File: src/rtl/prim_clock_mux_sel_ctrl.sv
// Select sequencer for a two-input clock mux. A switch gates the downstream clock, waits,
// flips the registered select, waits for the mux output to settle, ungates, then acks.
// Every output is a flop output.
module prim_clock_mux_sel_ctrl #(
  parameter int unsigned OffCycles    = 4,
  parameter int unsigned SettleCycles = 8,
  parameter logic        DefaultSel   = 1'b0
) (
  input  logic clk_i,
  input  logic rst_i,
  input  logic req_i,
  input  logic target_sel_i,
  output logic sel_o,
  output logic clk_en_o,
  output logic busy_o,
  output logic ack_o,
  output logic err_o
);

  // The wait counter is 8 bits wide, so both wait lengths must fit in 1..255.
  if (OffCycles < 1 || OffCycles > 255) begin : gen_off_range_chk
    $error("OffCycles must be within 1..255");
  end
  if (SettleCycles < 1 || SettleCycles > 255) begin : gen_settle_range_chk
    $error("SettleCycles must be within 1..255");
  end

  localparam logic [7:0] OffLoad    = 8'(OffCycles - 1);
  localparam logic [7:0] SettleLoad = 8'(SettleCycles - 1);

  typedef enum logic [1:0] {
    StIdle,
    StGateOff,
    StSettle,
    StAck
  } state_e;

  state_e     state_q, state_d;
  logic [7:0] cnt_q, cnt_d;
  logic       sel_q, sel_d;
  logic       clk_en_q, clk_en_d;
  logic       busy_q, busy_d;
  logic       ack_q, ack_d;
  logic       err_q, err_d;
  logic       err_seen_q, err_seen_d;
  logic       target_q, target_d;
  logic       req_q;

  logic accept;
  assign accept = req_i && !req_q;

  // Next-state and registered-output logic.
  always_comb begin
    state_d    = state_q;
    cnt_d      = cnt_q;
    sel_d      = sel_q;
    clk_en_d   = clk_en_q;
    busy_d     = busy_q;
    ack_d      = 1'b0;
    err_d      = 1'b0;
    err_seen_d = err_seen_q;
    target_d   = target_q;

    unique case (state_q)
      StIdle: begin
        if (accept) begin
          target_d   = target_sel_i;
          err_seen_d = 1'b0;
          if (target_sel_i == sel_q) begin
            // Already on the requested source: acknowledge without gating.
            state_d = StAck;
            ack_d   = 1'b1;
          end else begin
            state_d  = StGateOff;
            clk_en_d = 1'b0;
            busy_d   = 1'b1;
            cnt_d    = OffLoad;
          end
        end
      end
      StGateOff: begin
        if (cnt_q == 8'd0) begin
          sel_d   = target_q;
          cnt_d   = SettleLoad;
          state_d = StSettle;
        end else begin
          cnt_d = cnt_q - 8'd1;
        end
      end
      StSettle: begin
        if (cnt_q == 8'd0) begin
          clk_en_d = 1'b1;
          state_d  = StAck;
        end else begin
          cnt_d = cnt_q - 8'd1;
        end
      end
      StAck: begin
        // The ack pulse lands one cycle after the clock is re-enabled; the no-switch
        // path enters here with the pulse already raised.
        if (ack_q) begin
          state_d = StIdle;
          busy_d  = 1'b0;
        end else begin
          ack_d = 1'b1;
        end
      end
      default: state_d = StIdle;
    endcase

    // Early request drop is flagged once per transaction; the switch still completes.
    if ((state_q == StGateOff || state_q == StSettle) && !req_i && !err_seen_q) begin
      err_d      = 1'b1;
      err_seen_d = 1'b1;
    end
  end

  // State register with synchronous reset.
  always_ff @(posedge clk_i) begin
    if (rst_i) begin
      state_q    <= StIdle;
      cnt_q      <= 8'd0;
      sel_q      <= DefaultSel;
      clk_en_q   <= 1'b1;
      busy_q     <= 1'b0;
      ack_q      <= 1'b0;
      err_q      <= 1'b0;
      err_seen_q <= 1'b0;
      target_q   <= DefaultSel;
      req_q      <= 1'b0;
    end else begin
      state_q    <= state_d;
      cnt_q      <= cnt_d;
      sel_q      <= sel_d;
      clk_en_q   <= clk_en_d;
      busy_q     <= busy_d;
      ack_q      <= ack_d;
      err_q      <= err_d;
      err_seen_q <= err_seen_d;
      target_q   <= target_d;
      req_q      <= req_i;
    end
  end

  assign sel_o    = sel_q;
  assign clk_en_o = clk_en_q;
  assign busy_o   = busy_q;
  assign ack_o    = ack_q;
  assign err_o    = err_q;

`ifndef SYNTHESIS
  sel_known_a: assert property (@(posedge clk_i) disable iff (rst_i) !$isunknown(sel_o));
  sel_gated_a: assert property (@(posedge clk_i) disable iff (rst_i)
    (!$past(rst_i) && $changed(sel_o)) |-> !clk_en_o);
  ack_pulse_a: assert property (@(posedge clk_i) disable iff (rst_i) ack_o |=> !ack_o);
  err_pulse_a: assert property (@(posedge clk_i) disable iff (rst_i) err_o |=> !err_o);
`endif

endmodule

File: config.mk
export PLATFORM = sky130hd
export DESIGN_NAME = prim_clock_mux_sel_ctrl
export DESIGN_NICKNAME = d
export VERILOG_FILES = /design/src/rtl/prim_clock_mux_sel_ctrl.sv
export SDC_FILE = /design/constraint.sdc
export NUM_CORES = 1
export LEC_CHECK = 0
export CAP_MARGIN = 0
export CELL_PAD_IN_SITES_DETAIL_PLACEMENT = 0
export CELL_PAD_IN_SITES_GLOBAL_PLACEMENT = 1
export CORE_UTILIZATION = 43
export CTS_CLUSTER_DIAMETER = 40
export DETAILED_ROUTE_END_ITERATION = 10
export GPL_ROUTABILITY_DRIVEN = 0
export PLACE_DENSITY = 0.86
export SLEW_MARGIN = 30
export SYNTH_ARGS = -nofsm -noshare
export SYNTH_HDL_FRONTEND = slang
export SYNTH_SLANG_ARGS = --single-unit
File: constraint.sdc
create_clock -name clk_i -period 2.1 [get_ports clk_i]
set_clock_uncertainty 0.2 [all_clocks]
set_input_delay 0.21 -clock clk_i [delete_from_list [all_inputs] [get_ports clk_i]]
set_output_delay 0.21 -clock clk_i [all_outputs]
set_load 0.02 [all_outputs]
==> run metrics <==
end of the worst register-to-register path=cnt_q[4]; number of global-route vias before repair=about 900; drt initial violations=21; mux share of post-synthesis cell area=roughly 2.8%; simple-gate share of the synthesized area=about a quarter; total routing resource utilization after global routing=around a fifth; Final Routed Wirelength=~2400 um; cell count along the critical path=6; hold buffers post-CTS=0; width of the chip=about 52 um; worst skew pair latency=0.30 ns; final count of negative-setup-slack endpoints=0; synthesis-to-layout area growth=15.8%; largest driver fanout on the critical path=9; share of the clock period used by the worst path after layout=between 90% and 100%; result of the run=completed; placed insts=160; post-synthesis share of cell area spent on full adders, half adders and majority gates=a little under 7%; FF-to-FF path depth=6; maximum clock path buffer count=2; number of buffers added by the clock tree synthesis step=3; Seq pwr share=between 20% and 30%; switching pwr=0.000712 W; via density per instance=just under 6; Final Net Count=147; vertical die dimension=about 52 um; Fill cells=between 200 and 250; antenna violation net count after detailed routing=0; startpoint of the worst-slack reg-to-reg timing path=cnt_q[0]; Setup crit end kind=flop; I/O pin count=9; logic gate share of total power=57.5%; arrival time of data at the critical path endpoint=between 1.5 and 2 ns; maximum level of the CTS H-tree=1; RSZ-0062 raised after global routing=no; Reg area=360 sq um; cell area after technology mapping=between 1000 and 1500 sq um; overall overflow remaining after global route=0; cell-by-cell trace of the critical path=inv_1 > ha_1 > nor3b_4 > and3_1 > o311ai_1 > o41ai_1; number of instances in the synthesized netlist=roughly 120; vias after detailed routing=just under 1,000; worst reg-to-reg setup slack=0.15 ns; library cell with the largest summed area after synthesis=sky130_fd_sc_hd__dfxtp_1; count of endpoints failing hold in the final timing report=0; Crit. Startpoint=cnt_q[0]; Pwr Density=1300 nW/um^2; worst slew pin tran=0.496 ns; end of the critical path=cnt_q[4]; Yosys reg bits=18; total of cells resized after clock tree synthesis=0; leading cell type in the layout, fill and taps excluded=sky130_fd_sc_hd__dfxtp_1; count of final max-slew check failures=0; Slowest cell on crit path=sky130_fd_sc_hd__nor3b_4; post-route setup slack=~0.15 ns; drc violations=0; TritonCTS clock tree=done; maximum vdd drop=slightly below 800 uV; floorplan row count=17; hpwl dp=~1800 um; wire length of the first global-routing pass=about 3800 um; Leakage=roughly 0.49 nW; count of buffering cells on the critical path with inverters included=1; Routed wire per std cell=approximately 14 um; data required time at the worst endpoint=2.09 ns; count of synthesis-stage warnings from yosys=0; ant diodes=0; switching fraction of total power=a little over two fifths; Max stage delay on crit path=0.41 ns; antenna violations before repair=0; sequential element share of the synthesized area=33.3%; top library cells by usage in the layout, fill and taps aside=18 x sky130_fd_sc_hd__dfxtp_1, 14 x sky130_fd_sc_hd__nor2_1, 11 x sky130_fd_sc_hd__a21oi_1; total negative setup slack=0 ns; Unique masters post-synth=42; Net Count, Synth=~130; area share of the largest cell type after synthesis=33.3%; CP top delay family=simple AND/OR/NAND/NOR gates; total clock sinks=18; Max Cap Violations=0; relative slew slack=66.7%; Starting Density=about 47%; clock input transition at the sequential cells of the worst setup and hold paths=0.11 ns; met2 layer wire length in the routed design=1140 um; top routing layer used=met4; M1 wire length=1050 um; final standard cell count with taps included and fillers excluded=approximately 160; die footprint=between 2000 and 3000 sq um; Final min period=about 2 ns; largest cells by area after synthesis=sky130_fd_sc_hd__dfxtp_1 33%, sky130_fd_sc_hd__ha_1 6.9%, sky130_fd_sc_hd__a21oi_1 5.1%, sky130_fd_sc_hd__nor2_1 4.8%, sky130_fd_sc_hd__a311oi_1 4.0%; fraction of layout cells with a size suffix above 1=14.7%; complex-gate fraction of the synthesized area=26.0%; count of buffers inserted at the top-level ports=8; Std-Cell Core Area=approximately 2300 sq um; Pre-antenna DRT Iters=4; Place WS=0.0176 ns; setup bufs post-CTS=0; startpoint-to-endpoint class of the critical path=reg2reg; Pint=~0.00092 W; post-synthesis xor/xnor area fraction=around 1.6%; Critical Path Start Type=flop; synthesized area divided by synthesized cell count=8.88 sq um; detailed-routed wire length on met3=around 130 um; root buffer selected by CTS=sky130_fd_sc_hd__clkbuf_4; worst min path class=reg2reg; area of combinational cells with multiple inputs=668 sq um; highest achievable clock rate=512 MHz; Clk network pwr share=a little over an eighth; largest net degree at the start of global routing=11; combinational family with the most area after synthesis=compound AO/OA/AOI/OAI gates
per-stage QoR:
| step | util, % | instance area, sq um | power [W] | hold WS, ns |
|---|---|---|---|---|
| 2_1_floorplan | - | 1080 | 0.00116 | 0.0816 |
| 6_report | 54.6 | 1250 | 0.00163 | 0.228 |
| 4_1_cts | 54.6 | 1250 | 0.00164 | 0.229 |
| 3_3_place_gp | 53.1 | 1220 | 0.00140 | 0.205 |
| 3_5_place_dp | 53.1 | 1220 | 0.00141 | 0.213 |
| 5_1_grt | 54.6 | 1250 | 0.00175 | 0.249 |
registers in the layout (all words and copies together) (netlist names):
signal	count
cnt_q	8
req_q	1
clk_en_o	1
busy_o	1
err_o	1
err_seen_q	1
ack_o	1
sel_o	1
target_q	1
state_q	2
synthesized netlist by cell type:
library cell / count
sky130_fd_sc_hd__dfxtp_1: 18
sky130_fd_sc_hd__nor2_1: 14
sky130_fd_sc_hd__a21oi_1: 11
sky130_fd_sc_hd__ha_1: 6
sky130_fd_sc_hd__inv_1: 6
sky130_fd_sc_hd__nand3_1: 6
sky130_fd_sc_hd__a311oi_1: 5
sky130_fd_sc_hd__nor3_1: 5
sky130_fd_sc_hd__o21ai_1: 5
sky130_fd_sc_hd__a21o_1: 3
sky130_fd_sc_hd__mux2i_1: 3
sky130_fd_sc_hd__nand2_1: 3
sky130_fd_sc_hd__nor2b_1: 3
sky130_fd_sc_hd__nor3b_1: 3
sky130_fd_sc_hd__o311ai_1: 3
sky130_fd_sc_hd__nand3b_1: 2
sky130_fd_sc_hd__a2111oi_4: 1
sky130_fd_sc_hd__a211oi_1: 1
sky130_fd_sc_hd__a21o_2: 1
sky130_fd_sc_hd__a21oi_2: 1
sky130_fd_sc_hd__a21oi_4: 1
sky130_fd_sc_hd__and2_1: 1
sky130_fd_sc_hd__and3_1: 1
sky130_fd_sc_hd__buf_2: 1
sky130_fd_sc_hd__buf_4: 1
sky130_fd_sc_hd__buf_6: 1
sky130_fd_sc_hd__clkbuf_1: 1
sky130_fd_sc_hd__clkbuf_2: 1
sky130_fd_sc_hd__nand2_2: 1
sky130_fd_sc_hd__nand2b_1: 1
sky130_fd_sc_hd__nand4_1: 1
sky130_fd_sc_hd__nor3b_4: 1
sky130_fd_sc_hd__nor4_1: 1
sky130_fd_sc_hd__nor4_4: 1
sky130_fd_sc_hd__o2111ai_1: 1
sky130_fd_sc_hd__o21ai_0: 1
sky130_fd_sc_hd__o21ba_2: 1
sky130_fd_sc_hd__o31ai_1: 1
sky130_fd_sc_hd__o41ai_1: 1
sky130_fd_sc_hd__or4_4: 1
sky130_fd_sc_hd__xnor2_1: 1
sky130_fd_sc_hd__xor2_1: 1
layout make-up:
type                            count  share of cell area (%)
Timing Repair Buffer               15                    10.6
Sequential cell                    18                    28.7
Multi-Input combinational cell     93                    53.2
Tap cell                           28                    2.79
Inverter                            6                    1.79
Clock buffer                        4                    2.89
worst register-to-register path, delay by kind of cell, from the launching register on:
family	cells	cell delay, ns
adder cells (fa/ha/maj)	1	0.20
AO/OA/AOI/OAI	2	0.22
flip-flops	1	0.38
AND/OR/NAND/NOR	2	0.77
buffers and inverters	1	0.08
how the worst min path moves through the flow:
stage	start	to	slack, ns	cells past startpoint
floorplan	rst_i	req_q	0.08	1
global placement	err_seen_q	err_o	0.21	1
detailed placement	err_seen_q	err_o	0.21	1
CTS	err_seen_q	err_o	0.23	1
global route	err_seen_q	err_o	0.25	1
finish	err_seen_q	err_o	0.23	1
power groups by stage:
| stage | logic, W | registers [W] | clock network (W) |
|---|---|---|---|
| global route | 0.00103 | 0.000484 | 0.000235 |
| detailed placement | 0.000927 | 0.000482 | 0 |
| finish | 0.000940 | 0.000475 | 0.000220 |
| CTS | 0.000935 | 0.000475 | 0.000228 |
| floorplan | 0.000680 | 0.000482 | 0 |
| global placement | 0.000921 | 0.000481 | 0 |
cells by family after synthesis:
group,after synthesis
compound gates,37
xor+xnor,2
fa+ha+maj,6
buf+inv,11
flops,18
mux,3
simple gates,45
metal layers:
metal	GRT usage (%)	vias up
met3	4.93	7
met1	22.8	441
met4	7.02	0
met5	0	-
met2	32.5	37
li1	-	479
No activity file was read; power rests on OpenSTA's default activity.
